<file path="src/rtl/act_quant.sv">
`default_nettype none
// ============================================================================
// Module   : act_quant
// Purpose  : Post-MVM activation stage: bias add, optional ReLU, requantizing
//            arithmetic right shift with saturation, one element per cycle.
//            Define ACT_ROUND_EN to round half up before the shift.
// Revision : 1.0 - initial release
// ============================================================================
module act_quant #(
    parameter int ROWS      = 6,
    parameter int ACC_WIDTH = 20,
    parameter int WIDTH     = 8,
    parameter int SHIFT_W   = 5
) (
    input  logic                      clk,
    input  logic                      reset,
    input  logic                      in_valid,
    output logic                      in_ready,
    input  logic [ROWS*ACC_WIDTH-1:0] acc_vec,
    input  logic [ROWS*ACC_WIDTH-1:0] bias_vec,
    input  logic [SHIFT_W-1:0]        shift,
    input  logic                      relu_en,
    output logic                      out_valid,
    input  logic                      out_ready,
    output logic [ROWS*WIDTH-1:0]     act_vec,
    output logic                      busy
);

    localparam int c_IDX_W = (ROWS > 1) ? $clog2(ROWS) : 1;
    localparam int c_SUM_W = ACC_WIDTH + 2;
    localparam logic signed [c_SUM_W-1:0] c_QMAX = c_SUM_W'((2 ** (WIDTH - 1)) - 1);
    localparam logic signed [c_SUM_W-1:0] c_QMIN = c_SUM_W'(-(2 ** (WIDTH - 1)));

    typedef enum logic [1:0] {
        S_IDLE = 2'd0,
        S_PROC = 2'd1,
        S_OUT  = 2'd2
    } state_t;

    state_t                    state_q, state_d;
    logic [c_IDX_W-1:0]        idx_q, idx_d;
    logic [ROWS*ACC_WIDTH-1:0] acc_q;
    logic [ROWS*ACC_WIDTH-1:0] bias_q;
    logic [SHIFT_W-1:0]        shift_q;
    logic                      relu_q;
    logic [ROWS*WIDTH-1:0]     act_q;
    logic                      w_accept;

    logic [ACC_WIDTH-1:0]      w_acc_sel;
    logic [ACC_WIDTH-1:0]      w_bias_sel;
    logic signed [c_SUM_W-1:0] w_sum;
    logic signed [c_SUM_W-1:0] w_relu;
    logic signed [c_SUM_W-1:0] w_pre;
    logic signed [c_SUM_W-1:0] w_shr;
    logic [31:0]               w_s;
    logic [WIDTH-1:0]          w_q;

    assign in_ready  = (state_q == S_IDLE) & ~reset;
    assign out_valid = (state_q == S_OUT);
    assign busy      = (state_q != S_IDLE);
    assign act_vec   = act_q;

    always_comb begin
        state_d  = state_q;
        idx_d    = idx_q;
        w_accept = 1'b0;
        case (state_q)
            S_IDLE: begin
                if (in_valid) begin
                    w_accept = 1'b1;
                    idx_d    = '0;
                    state_d  = S_PROC;
                end
            end
            S_PROC: begin
                idx_d = idx_q + 1'b1;
                if (idx_q == c_IDX_W'(ROWS - 1)) begin
                    idx_d   = '0;
                    state_d = S_OUT;
                end
            end
            S_OUT: begin
                if (out_ready) begin
                    state_d = S_IDLE;
                end
            end
            default: state_d = S_IDLE;
        endcase
    end

    // Element datapath: the sum is two bits wider than the operands so that
    // neither the bias add nor the rounding offset can overflow.
    always_comb begin
        w_acc_sel  = '0;
        w_bias_sel = '0;
        for (int i = 0; i < ROWS; i++) begin
            if (idx_q == c_IDX_W'(i)) begin
                w_acc_sel  = acc_q[i*ACC_WIDTH +: ACC_WIDTH];
                w_bias_sel = bias_q[i*ACC_WIDTH +: ACC_WIDTH];
            end
        end
        w_sum  = {{2{w_acc_sel[ACC_WIDTH-1]}}, w_acc_sel}
               + {{2{w_bias_sel[ACC_WIDTH-1]}}, w_bias_sel};
        w_relu = (relu_q && w_sum[c_SUM_W-1]) ? '0 : w_sum;
        w_s    = (32'(shift_q) > 32'(ACC_WIDTH)) ? 32'(ACC_WIDTH) : 32'(shift_q);
`ifdef ACT_ROUND_EN
        w_pre  = w_relu + ((w_s != 32'd0) ? (c_SUM_W'(1) << (w_s - 32'd1)) : '0);
`else
        w_pre  = w_relu;
`endif
        w_shr  = w_pre >>> w_s;
        if (w_shr > c_QMAX) begin
            w_q = c_QMAX[WIDTH-1:0];
        end else if (w_shr < c_QMIN) begin
            w_q = c_QMIN[WIDTH-1:0];
        end else begin
            w_q = w_shr[WIDTH-1:0];
        end
    end

    always_ff @(posedge clk or posedge reset) begin
        if (reset) begin
            state_q <= S_IDLE;
            idx_q   <= '0;
            acc_q   <= '0;
            bias_q  <= '0;
            shift_q <= '0;
            relu_q  <= 1'b0;
            act_q   <= '0;
        end else begin
            state_q <= state_d;
            idx_q   <= idx_d;
            if (w_accept) begin
                acc_q   <= acc_vec;
                bias_q  <= bias_vec;
                shift_q <= shift;
                relu_q  <= relu_en;
            end
            if (state_q == S_PROC) begin
                for (int i = 0; i < ROWS; i++) begin
                    if (idx_q == c_IDX_W'(i)) begin
                        act_q[i*WIDTH +: WIDTH] <= w_q;
                    end
                end
            end
        end
    end

endmodule
`default_nettype wire

</file>
<file path="config.mk">
export PLATFORM = sky130hd
export DESIGN_NAME = act_quant
export DESIGN_NICKNAME = d
export VERILOG_FILES = /design/src/rtl/act_quant.sv
export SDC_FILE = /design/constraint.sdc
export NUM_CORES = 1
export LEC_CHECK = 0
export CAP_MARGIN = 40
export CORE_MARGIN = 1.5
export CORE_UTILIZATION = 50
export CTS_CLUSTER_SIZE = 20
export DETAILED_ROUTE_END_ITERATION = 16
export PLACE_DENSITY = 0.77
export SLEW_MARGIN = 0
export SYNTH_ARGS = -nofsm -noshare
export SYNTH_HDL_FRONTEND = slang
export SYNTH_SLANG_ARGS = --single-unit
</file>
<file path="constraint.sdc">
create_clock -name clk -period 22.2 [get_ports clk]
set_input_delay 3.33 -clock clk [delete_from_list [all_inputs] [get_ports clk]]
set_output_delay 3.33 -clock clk [all_outputs]
set_load 0.02 [all_outputs]
</file>
-- After elaboration in Yosys (flattened, before gate mapping)
Cells that the tools add are included.
- bitwise logic cells: 2
- equality and inequality tests: 10
- shifts and indexed selects: 1
- add/subtract/negate cells: 2
- reduce and logical (&&, ||, !) cells: 13
- $lt $le $gt $ge: 3
- mux-type cells: 25
- operators by type and width (cell ; number):
    $mux W20 ; 12
    $gt A22 B8 Y1 const B ; 1
    $lt A22 B8 Y1 const B ; 1
    $mux W22 ; 1
    $sshr A22 B5 Y22 ; 1
    $add A20 B20 Y21 ; 1
    $mux W8 ; 2
    $reduce_and A2 Y1 ; 7
    $eq A3 B2 Y1 const B ; 2
    $eq A3 B3 Y1 const B ; 2
    $mux W2 ; 3
    $mux W3 ; 2
    $pmux W2 S3 ; 1
    $pmux W3 S2 ; 1
    $gt A5 B5 Y1 const B ; 1
    $mux W5 ; 1
    $ne A2 B2 Y1 const B ; 2
    $reduce_bool A2 Y1 ; 2
    $add A3 B1 Y3 const B ; 1
    $eq A3 B1 Y1 const B ; 1
    $logic_not A3 Y1 ; 1
    $reduce_and A3 Y1 ; 1
    $eq A2 B1 Y1 const B ; 1
    $eq A2 B2 Y1 const B ; 1
    other kinds (6) ; 7
- logic and storage cells: 68
- input bits: 250
- register bits after elaboration: 299

-- Depth between registers and ports, before layout
- word-level depth: 14
- depth in mapped cells: 25
- mapped depth without buffers: 20

-- Worst setup path before layout
OpenSTA, ideal clock, no wires.
- path kind: input to output
- start: input port reset
- end: output port in_ready
- path slack: 15.247 ns
- stages: 1
- arrival: 3.623 ns
- cell sequence: nor2_1
- longest elaborated chain between the ends: 2
- ends and longest elaborated chain (item ; RTL line ; source):
    start, declared ; 16 ; input logic reset,
    $not A1 Y1 ; 58 ; assign in_ready = (state_q == S_IDLE) & ~reset;
    $and A1 B1 Y1 ; 58 ;
    end, declared ; 18 ; output logic in_ready,
Every way passes these cells.

-- Worst setup path in the final report
Same ends and word-level chain as after synthesis.

==> flow_summary.toml <==
[run_status]
outcome = "complete, no violations"

[finish]
areaGrowthSynthToFinish_pct = 27.40
count_of_nets_after_finishing = 2060
final_cell_mix = "clkdlybuf4s50_1, dfrtp_1, mux2_2"
drive_above_1_share = 0.2029
layout_commonest_cell = "clkdlybuf4s50_1"

[grt]
maximum_number_of_pins_on_one_net_before_global_route_repair = 171
grt.total_usage = 0.2953
vias_in_the_first_global_route = 13549
antenna_found_initial = 16
grt_first_pass_wirelength_mm = 76.87
gr-total-overflow = 0

[route]
wire_per_inst_microns = 22.26
ant_nets = 0
routed_via_density = 6.087
route.detailed.drc = 0
first_iter_violations = 985
postRouteWirelength_mm = 49.54
routed-via-count = 13550
drt_pass1_iterations = 5

[synth]
synth-edff-count = 0
synthesis.area_per_instance_sq_um = 10.50
netlist_area_sq_mm = 0.01623
synth_area_leaders = "dfrtp_1, mux2_2, o21ai_0, nand2_1, a221o_1"
syn-instance-count = 1546
syn_nets = 1818
synth_cell_type_count = 92
synth-seq-cells = 299
yosys.area.top_type = "dfrtp_1"
seq_area_frac_synth = 0.4609
post-synth-top-area-fraction = 0.4609
ys_dominant_reg_cell = "dfrtp_1"
postSynth.asyncResetShare = 1.000
yosys_warn_count = 0

[clock_network]
clk_root_buffer_cell = "clkbuf_16"
cts-buffers-inserted = 34
hold_fix_buffer_count_after_cts = 0
cts.path.max_buffers = 3
clock_tree_from_tritoncts = "yes"
postCtsSetupRepairBufs = 0
cts.reportedPaths.clkPinSlew_ns = 0.05
h-tree-depth = 2
clk-insertion-delay-late_ns = 0.54
cts.sinks = 299
cts_resized = 0

[setup_path]
worst-path-max-fanout = 2
start_kind = "input port"
setup.reg_to_reg.worst_slack_ns = 14.75
r2r-start = "idx_q[0]$_DFFE_PP0P_"
worst_ep_required_time_ns = 18.87
worstSetupEndpoint = "in_ready"
reg2regPathDepth = 21
crit_type = "input port to output pin"
crit_path_end_kind = "output pin"
cp.arrival_ns = 4.68
critPathLaunch = "reset"
rr_endpoint = "act_vec[35]$_DFFE_PP0P_"

[timing]
slew_headroom = 0.3631
max_clock_freq_ghz = 0.1249
hold_viol_final = 0
max_slew.worst_pin.slew_ns = 0.9554
report.final.setup_viol = 0
fin_tns_setup_ns = 0
grt_setup_unrepaired = "no"
post-route-min-period_ns = 8.009
report.final.slew_viol_count = 0
timing.clock.skew_ns = 0.01683
finalCritPeriodShare = 0.3608

[die]
core.rowCount = 65
core_sq_mm = 0.03172
die_area_sq_mm = 0.03356
die_w_microns = 183.2
die-height_microns = 183.2
initial_core_util = 0.5118
design.portCount = 301

[place]
place_congestion = 0.9472
hpwl_mm = 36.28
port-buffer-count = 300

[job]
cap_violations = 0

[hold_path]
hold_path.class = "flop to flop"
==> state kept, by name (all words and copies together), names as in the netlist <==
name     cells
acc_q      120
act_vec     48
bias_q     120
idx_q        3
relu_q       1
shift_q      5
state_q      2
==> per-layer routing <==
layer | up-vias | share of wire | track usage
li1 | 6215 | - | -
met1 | 6713 | 0.41 | 0.3793
met2 | 507 | 0.48 | 0.4818
met3 | 109 | 0.070 | 0.07049
met4 | 6 | 0.039 | 0.1180
met5 | - | 0.00081 | 0
==> worst min-delay path by stage <==
| stage | from | to | slack (ns) | cells after the start |
|---|---|---|---|---|
| after floorplan | acc_q[80]$_DFFE_PP0P_ | acc_q[80]$_DFFE_PP0P_ | 0.48 | 1 |
| after global placement | act_vec[8]$_DFFE_PP0P_ | act_vec[8]$_DFFE_PP0P_ | 0.47 | 2 |
| after detailed placement | act_vec[1]$_DFFE_PP0P_ | act_vec[1]$_DFFE_PP0P_ | 0.48 | 2 |
| after CTS | act_vec[1]$_DFFE_PP0P_ | act_vec[1]$_DFFE_PP0P_ | 0.50 | 2 |
| after global routing | acc_q[82]$_DFFE_PP0P_ | acc_q[82]$_DFFE_PP0P_ | 0.51 | 1 |
| final | act_vec[1]$_DFFE_PP0P_ | act_vec[1]$_DFFE_PP0P_ | 0.50 | 2 |
==> worst max-delay path, stage by stage <==
cell and delay (ns):
clkdlybuf4s50_1 0.52, nor2_1 0.19, clkdlybuf4s50_1 0.63
==> stage by stage <==
step / setup slack, ns / hold slack [ns] / utilization / area [sq um] / cells
3_5_place_dp: 14.19 / 0.4827 / 0.6162 / 19550 / 2154
4_1_cts: 14.19 / 0.4966 / 0.6512 / 20660 / 2216
5_1_grt: 14.19 / 0.5097 / 0.6519 / 20680 / 2224
6_report: 14.19 / 0.4963 / 0.6520 / 20680 / 2226
2_1_floorplan: 10.61 / 0.4753 / - / 16230 / 1546
3_3_place_gp: 14.28 / 0.4691 / 0.6130 / 19440 / 2150
==> final cells by class <==
cell class              count  area [sq um]
clock buffers              48         993.5
fillers                  2457         11040
repair buffers            317          3216
flip-flops and latches    299          7483
clock inverters            14         117.6
multi-input cells        1121          8279
inverters                  15         63.81
well taps                 402         503.0
diodes                     10         25.02
==> synth_stat cells (all sizes together), types with 8 or more instances <==
| master | count |
|---|---|
| a211oi | 12 |
| a21o | 13 |
| a21oi | 58 |
| a221o | 46 |
| a22oi | 8 |
| a31oi | 11 |
| and2 | 12 |
| and3 | 10 |
| buf | 22 |
| clkbuf | 89 |
| dfrtp | 299 |
| ha | 21 |
| inv | 14 |
| mux2 | 247 |
| mux2i | 46 |
| nand2 | 191 |
| nand3 | 19 |
| nand4 | 14 |
| nor2 | 62 |
| nor3 | 18 |
| nor4 | 10 |
| o211ai | 14 |
| o21ai | 192 |
| o22ai | 8 |
==> cell families (layout without fill, tap and decap cells) <==
kind of cell	Yosys count	after routing	synth area share
compound gates	437	437	0.1859
flops	299	299	0.4609
mux	293	293	0.1997
other cells	0	10	0
fa+ha+maj	22	22	0.01742
xor+xnor	6	6	0.003237
simple gates	363	363	0.1016
buf+inv	126	394	0.03122
Power is not shown: default switching activity piles up to over one toggle a cycle in this logic, so the estimate is an artifact.
